<file path="src/rtl/ppm_frame_deframer.sv">
// PPM receiver frame deframer.
// Hunts for a 16-bit sync word in the recovered bit stream, then assembles a
// length byte, payload bytes and a CRC-8 byte (poly 0x07, init 0x00, covering
// length + payload). Emits payload bytes and a per-frame completion status.
//
// Ports:
//   clk, rst      system clock, asynchronous active-high reset
//   din, drdy     recovered data bit, qualified by single-cycle drdy strobe
//   byte_data     assembled payload byte (MSB first), qualified by byte_valid
//   frame_start   one-cycle pulse on sync match
//   frame_len     length field of the current frame, held until next capture
//   frame_done    one-cycle pulse at frame end, qualifies frame_ok / err_code
//   frame_ok      1 = CRC good and no error
//   err_code      00 none, 01 CRC mismatch, 10 length too large, 11 bit timeout
//   in_frame      high in every state except HUNT
module ppm_frame_deframer #(
  parameter logic [15:0] SYNC_WORD   = 16'hD391,
  parameter int unsigned MAX_LEN     = 64,
  parameter logic [15:0] BIT_TIMEOUT = 16'd4000
) (
  input  logic       clk,
  input  logic       rst,
  input  logic       din,
  input  logic       drdy,
  output logic [7:0] byte_data,
  output logic       byte_valid,
  output logic       frame_start,
  output logic [7:0] frame_len,
  output logic       frame_done,
  output logic       frame_ok,
  output logic [1:0] err_code,
  output logic       in_frame
);

  typedef enum logic [1:0] {HUNT, LEN, PAYLOAD, CRC} state_t;

  localparam logic [1:0]  ERR_NONE = 2'b00;
  localparam logic [1:0]  ERR_CRC  = 2'b01;
  localparam logic [1:0]  ERR_LEN  = 2'b10;
  localparam logic [1:0]  ERR_TMO  = 2'b11;
  localparam logic [7:0]  MAX_LEN8 = 8'(MAX_LEN);
  localparam logic [15:0] TMO_SAT  = 16'hFFFF;

  state_t      state, state_nxt;
  logic [15:0] sync_sr, sync_nxt;
  logic [2:0]  bit_cnt, bit_cnt_nxt;
  logic [6:0]  byte_sr, byte_sr_nxt;
  logic [7:0]  crc, crc_nxt;
  logic [7:0]  byte_cnt, byte_cnt_nxt;
  logic [15:0] tmo_cnt, tmo_nxt;

  logic [7:0]  byte_data_nxt, frame_len_nxt;
  logic        byte_valid_nxt, frame_start_nxt, frame_done_nxt, frame_ok_nxt;
  logic [1:0]  err_code_nxt;

  logic [7:0]  shifted;
  logic [15:0] sync_shift;
  logic        byte_end;

  // Bytewise CRC-8 (poly 0x07), MSB first
  function automatic logic [7:0] crc8_byte(input logic [7:0] crc_in,
                                           input logic [7:0] data);
    logic [7:0] c;
    c = crc_in ^ data;
    for (int i = 0; i < 8; i++) begin
      c = c[7] ? ({c[6:0], 1'b0} ^ 8'h07) : {c[6:0], 1'b0};
    end
    return c;
  endfunction

  // State and datapath register
  always_ff @(posedge clk or posedge rst) begin
    if (rst) begin
      state       <= HUNT;
      sync_sr     <= '0;
      bit_cnt     <= '0;
      byte_sr     <= '0;
      crc         <= '0;
      byte_cnt    <= '0;
      tmo_cnt     <= '0;
      byte_data   <= '0;
      byte_valid  <= 1'b0;
      frame_start <= 1'b0;
      frame_len   <= '0;
      frame_done  <= 1'b0;
      frame_ok    <= 1'b0;
      err_code    <= '0;
      in_frame    <= 1'b0;
    end else begin
      state       <= state_nxt;
      sync_sr     <= sync_nxt;
      bit_cnt     <= bit_cnt_nxt;
      byte_sr     <= byte_sr_nxt;
      crc         <= crc_nxt;
      byte_cnt    <= byte_cnt_nxt;
      tmo_cnt     <= tmo_nxt;
      byte_data   <= byte_data_nxt;
      byte_valid  <= byte_valid_nxt;
      frame_start <= frame_start_nxt;
      frame_len   <= frame_len_nxt;
      frame_done  <= frame_done_nxt;
      frame_ok    <= frame_ok_nxt;
      err_code    <= err_code_nxt;
      in_frame    <= (state_nxt != HUNT);
    end
  end

  // Next-state and output logic
  always_comb begin
    state_nxt       = state;
    sync_nxt        = sync_sr;
    bit_cnt_nxt     = bit_cnt;
    byte_sr_nxt     = byte_sr;
    crc_nxt         = crc;
    byte_cnt_nxt    = byte_cnt;
    tmo_nxt         = tmo_cnt;
    byte_data_nxt   = byte_data;
    byte_valid_nxt  = 1'b0;
    frame_start_nxt = 1'b0;
    frame_len_nxt   = frame_len;
    frame_done_nxt  = 1'b0;
    frame_ok_nxt    = frame_ok;
    err_code_nxt    = err_code;

    shifted    = {byte_sr, din};
    sync_shift = {sync_sr[14:0], din};
    byte_end   = drdy && (bit_cnt == 3'd7);

    // Bit assembly and timeout for all in-frame states; a bit on the
    // timeout edge takes priority over the timeout.
    if (state != HUNT) begin
      if (drdy) begin
        tmo_nxt     = '0;
        byte_sr_nxt = shifted[6:0];
        bit_cnt_nxt = bit_cnt + 3'd1;
      end else if (tmo_cnt == BIT_TIMEOUT - 16'd1) begin
        frame_done_nxt = 1'b1;
        frame_ok_nxt   = 1'b0;
        err_code_nxt   = ERR_TMO;
        state_nxt      = HUNT;
      end else if (tmo_cnt != TMO_SAT) begin
        tmo_nxt = tmo_cnt + 16'd1;
      end
    end

    case (state)
      HUNT: begin
        if (drdy) begin
          sync_nxt = sync_shift;
          if (sync_shift == SYNC_WORD) begin
            frame_start_nxt = 1'b1;
            crc_nxt         = '0;
            state_nxt       = LEN;
          end
        end
      end
      LEN: begin
        if (byte_end) begin
          frame_len_nxt = shifted;
          crc_nxt       = crc8_byte(crc, shifted);
          byte_cnt_nxt  = '0;
          if (shifted > MAX_LEN8) begin
            frame_done_nxt = 1'b1;
            frame_ok_nxt   = 1'b0;
            err_code_nxt   = ERR_LEN;
            state_nxt      = HUNT;
          end else if (shifted == 8'd0) begin
            state_nxt = CRC;
          end else begin
            state_nxt = PAYLOAD;
          end
        end
      end
      PAYLOAD: begin
        if (byte_end) begin
          byte_valid_nxt = 1'b1;
          byte_data_nxt  = shifted;
          crc_nxt        = crc8_byte(crc, shifted);
          byte_cnt_nxt   = byte_cnt + 8'd1;
          if (byte_cnt + 8'd1 == frame_len) begin
            state_nxt = CRC;
          end
        end
      end
      CRC: begin
        if (byte_end) begin
          frame_done_nxt = 1'b1;
          frame_ok_nxt   = (shifted == crc);
          err_code_nxt   = (shifted == crc) ? ERR_NONE : ERR_CRC;
          state_nxt      = HUNT;
        end
      end
      default: state_nxt = HUNT;
    endcase

    // Any state change restarts bit/timeout tracking; HUNT needs 16 fresh bits
    if (state_nxt != state) begin
      tmo_nxt     = '0;
      bit_cnt_nxt = '0;
      if (state_nxt == HUNT) begin
        sync_nxt = '0;
      end
    end
  end

endmodule

</file>
<file path="config.mk">
export PLATFORM = sky130hd
export DESIGN_NAME = ppm_frame_deframer
export DESIGN_NICKNAME = d
export VERILOG_FILES = /design/src/rtl/ppm_frame_deframer.sv
export SDC_FILE = /design/constraint.sdc
export NUM_CORES = 1
export LEC_CHECK = 0
export ABC_AREA = 1
export BUFFER_PORTS_ARGS = -buffer_cell sky130_fd_sc_hd__buf_2
export CAP_MARGIN = 10
export CORE_MARGIN = 3
export CORE_UTILIZATION = 45
export CTS_BUF_LIST = sky130_fd_sc_hd__clkbuf_16
export DETAILED_ROUTE_END_ITERATION = 8
export REMOVE_ABC_BUFFERS = 1
export SLEW_MARGIN = 20
export SYNTH_ARGS = -nofsm -noshare
export SYNTH_HDL_FRONTEND = slang
export SYNTH_SLANG_ARGS = --single-unit
</file>
<file path="constraint.sdc">
create_clock -name clk -period 2.7 [get_ports clk]
set_input_delay 0.54 -clock clk [delete_from_list [all_inputs] [get_ports clk]]
set_output_delay 0.54 -clock clk [all_outputs]
set_load 0.01 [all_outputs]
</file>
==> impl_metrics.toml <==
[grt]
overflow = 0
met2_usage = 0.302
grt_usage = 0.184
antenna_found_initial = 0
use_met3 = 0.0336
grt_max_degree = 41
first_global_vias = 3537
grt_pass1_wl_um = 17000
gr-usage-met1 = 0.245
grt.busiest_layer = "met2"

[sta]
slew_headroom = 0.462
rsz0062_at_grt = "no"
finalMaxSlewViolations = 0
worstMarginPinSlew_ns = 0.804
hold_viol = 0
skew_ns = 0.00525
period_share = 0.878
fin_crit_ns = 2.37
setup_violations = 0
fmax_ghz = 0.422
fin_ws_ns = 0.329
whs_ns = 0.181
fin_setup_tns_ns = 0

[flow_run]
maxCapViolCount = 0

[worst_setup_path]
crit_family = "simple AND/OR/NAND/NOR gates"
crit_fanout = 15
crit_path_max_incr_delay_ns = 0.40
cp.arrival_ns = 2.58
cp_cell_sequence = "ha_1 > ha_1 > nand2_2 > nor2_1 > buf_4 > nand2_1 > nand2_1 > a21oi_1 > nand2_2 > nand2_4 > nand2_2 > inv_2 > a21oi_1"
critPathLaunch = "bit_cnt[0]"
cp_num_buf_inv = 2
r2r-start = "bit_cnt[0]"
critPathMostFrequentCell = "nand2_2"
endpoint_kind = "register"
required_ns = 2.91
cp_slowest_cell = "dfrtp_1"
crit_type = "register to register"
worst_setup_path_start_kind = "register"

[clocking]
cts_tree = "yes"
clock_path_buffers = 2
path_clk_slew_ns = 0.06
cts.sinks = 82
clk_latency_ns = 0.34
cts_made_buffers = 9
clockRootBuffer = "clkbuf_16"
htree_levels = 3

[synth]
ys.flop_type = "dfrtp_1"
yosysTopAreaCellShare = 0.442
synthMuxAreaShare = 0.00431
synth_xor_area_frac = 0.0453
async_reset_ff_frac = 1.00
synth.most_common_cell = "nand2_1"
synth.distinct_cells = 43
ys_seq_elements = 82
synth_common_cells = "nand2_1 (101), dfrtp_1 (82), inv_1 (80)"
synth_top_family_by_area = "simple AND/OR/NAND/NOR gates"
synth_simple_gate_area_frac = 0.249
netlist_area_mm2 = 0.00464
ys_top_cells_by_area = "dfrtp_1 (44%), nand2_1 (8.2%), inv_1 (6.5%)"
synth_compound_area_frac = 0.140
synthAdderAreaFrac = 0.0297
synth_edf_count = 0
avgSynthCellArea_um2 = 8.36
synth_area_leader_cell = "dfrtp_1"
synthCells = 555
ys_warn_count = 0
ys_seq_area_frac = 0.442

[die]
core_region_area_mm2 = 0.00991
dieArea_mm2 = 0.0116
initial_core_util = 0.468
die_w_um = 108
die_h_um = 108
top_level_ports = 27
rows = 36

[power_and_ir_drop]
p_leak_nw = 2.47
ir_drop_mv = 0.509
power.total_mw = 5.46
powerDensity_mw_per_mm2 = 1040

[drt]
remaining_drc_errors = 0
wl_per_cell_um = 13.6
firstDrtPassIters = 4
vias = 3642
wl_um = 9840
drtAntennaViolNets = 0
drtIter0Drc = 183
vias_per_cell = 5.02

[min_path]
hp-class = "input pin to asynchronous set/reset pin"

[placement]
dp_cells = 707
gp_congestion = 0.848
hpwl_um = 7140
pre_cts_ws_ns = 0.104
io_buffers = 26

[layout]
nets = 602
final_cells = 725
diodes = 0
drive_gt1_frac = 0.172
synthToLayoutAreaGrowth_pct = 13.1

[outcome]
status = "completed"
[layout by cell type, fill, tap and decap left out, types with 3 or more instances in the layout]
cell type,n
inv_2,5
xnor2_1,17
nor2_2,4
clkbuf_16,9
nand4_1,11
buf_4,7
nand3_1,26
o22ai_1,8
xor2_1,7
ha_1,11
o21ai_0,56
o21a_1,3
o31ai_1,3
nand3b_1,5
nand2_2,8
nor2_4,12
inv_1,81
nor4_1,5
a21oi_1,19
a21oi_2,11
nor2_1,38
nor3_1,7
buf_2,26
nand2_1,101
nand3_4,3
dfrtp_1,82
[metrics by stage]
step	util	area, um2
2_1_floorplan	-	4550
3_3_place_gp	0.495	4910
3_5_place_dp	0.495	4910
4_1_cts	0.527	5220
5_1_grt	0.530	5250
6_report	0.530	5250
[state kept, by name (all words and copies together) (netlist names)]
name         count
byte_cnt         8
frame_ok         1
frame_len        8
frame_start      1
frame_done       1
bit_cnt          3
byte_valid       1
crc              8
state            2
byte_data        8
err_code         2
sync_sr         15
tmo_cnt         16
byte_sr          7
in_frame         1
[power breakdown]
part           internal [mW]  leakage, nW  switching (mW)
Clock                  0.800        0.152           0.491
Combinational          0.885         1.26            1.61
Sequential              1.48         1.07           0.196
Total                   3.17         2.47            2.29
[worst paths after layout]
| check | cells after the start | slack (ns) | end |
|---|---|---|---|
| min in group clk | 2 | 0.48 | byte_data[7] |
| max in group asynchronous | 3 | 1.91 | err_code[0] |
| min reg2reg | 2 | 0.48 | byte_data[7] |
| min | 2 | 0.18 | sync_sr[10] |
| max | 13 | 0.33 | sync_sr[0] |
| max reg2reg | 13 | 0.33 | sync_sr[0] |
[metal layers]
layer | part of all wire | up-vias
met5 | 0 | -
met4 | 0.015 | 0
met3 | 0.029 | 11
met2 | 0.48 | 48
met1 | 0.47 | 1708
li1 | - | 1875
[logic make-up after synthesis]
kind of cell,after synthesis
AND/OR/NAND/NOR,227
flip-flops,82
XOR/XNOR,24
buffers and inverters,100
adder cells (fa/ha/maj),11
multiplexers,2
AO/OA/AOI/OAI,109
[area by class of cell]
class,instances,area (um2)
fill,943,4660
clock buffer,9,225
multi-input combinational,373,2170
sequential,82,2050
tap,133,166
timing repair buffer,35,223
clock inverter,7,86.3
inverter,86,324
[repair_timing]
| item | CTS | global route |
|---|---|---|
| endpoints found under the setup margin | 0 | 16 |
| setup buffers | 0 | 2 |
| hold buffers | 0 | 0 |
| resized for setup | 0 | 0 |
[worst reg2reg max path: stages (launching register included)]
cell	delay, ns
dfrtp_1	0.40
ha_1	0.20
ha_1	0.18
nand2_2	0.17
nor2_1	0.08
buf_4	0.17
nand2_1	0.07
nand2_1	0.06
a21oi_1	0.18
nand2_2	0.13
nand2_4	0.10
nand2_2	0.07
inv_2	0.29
a21oi_1	0.13
Power figures use the tool's default switching activity.
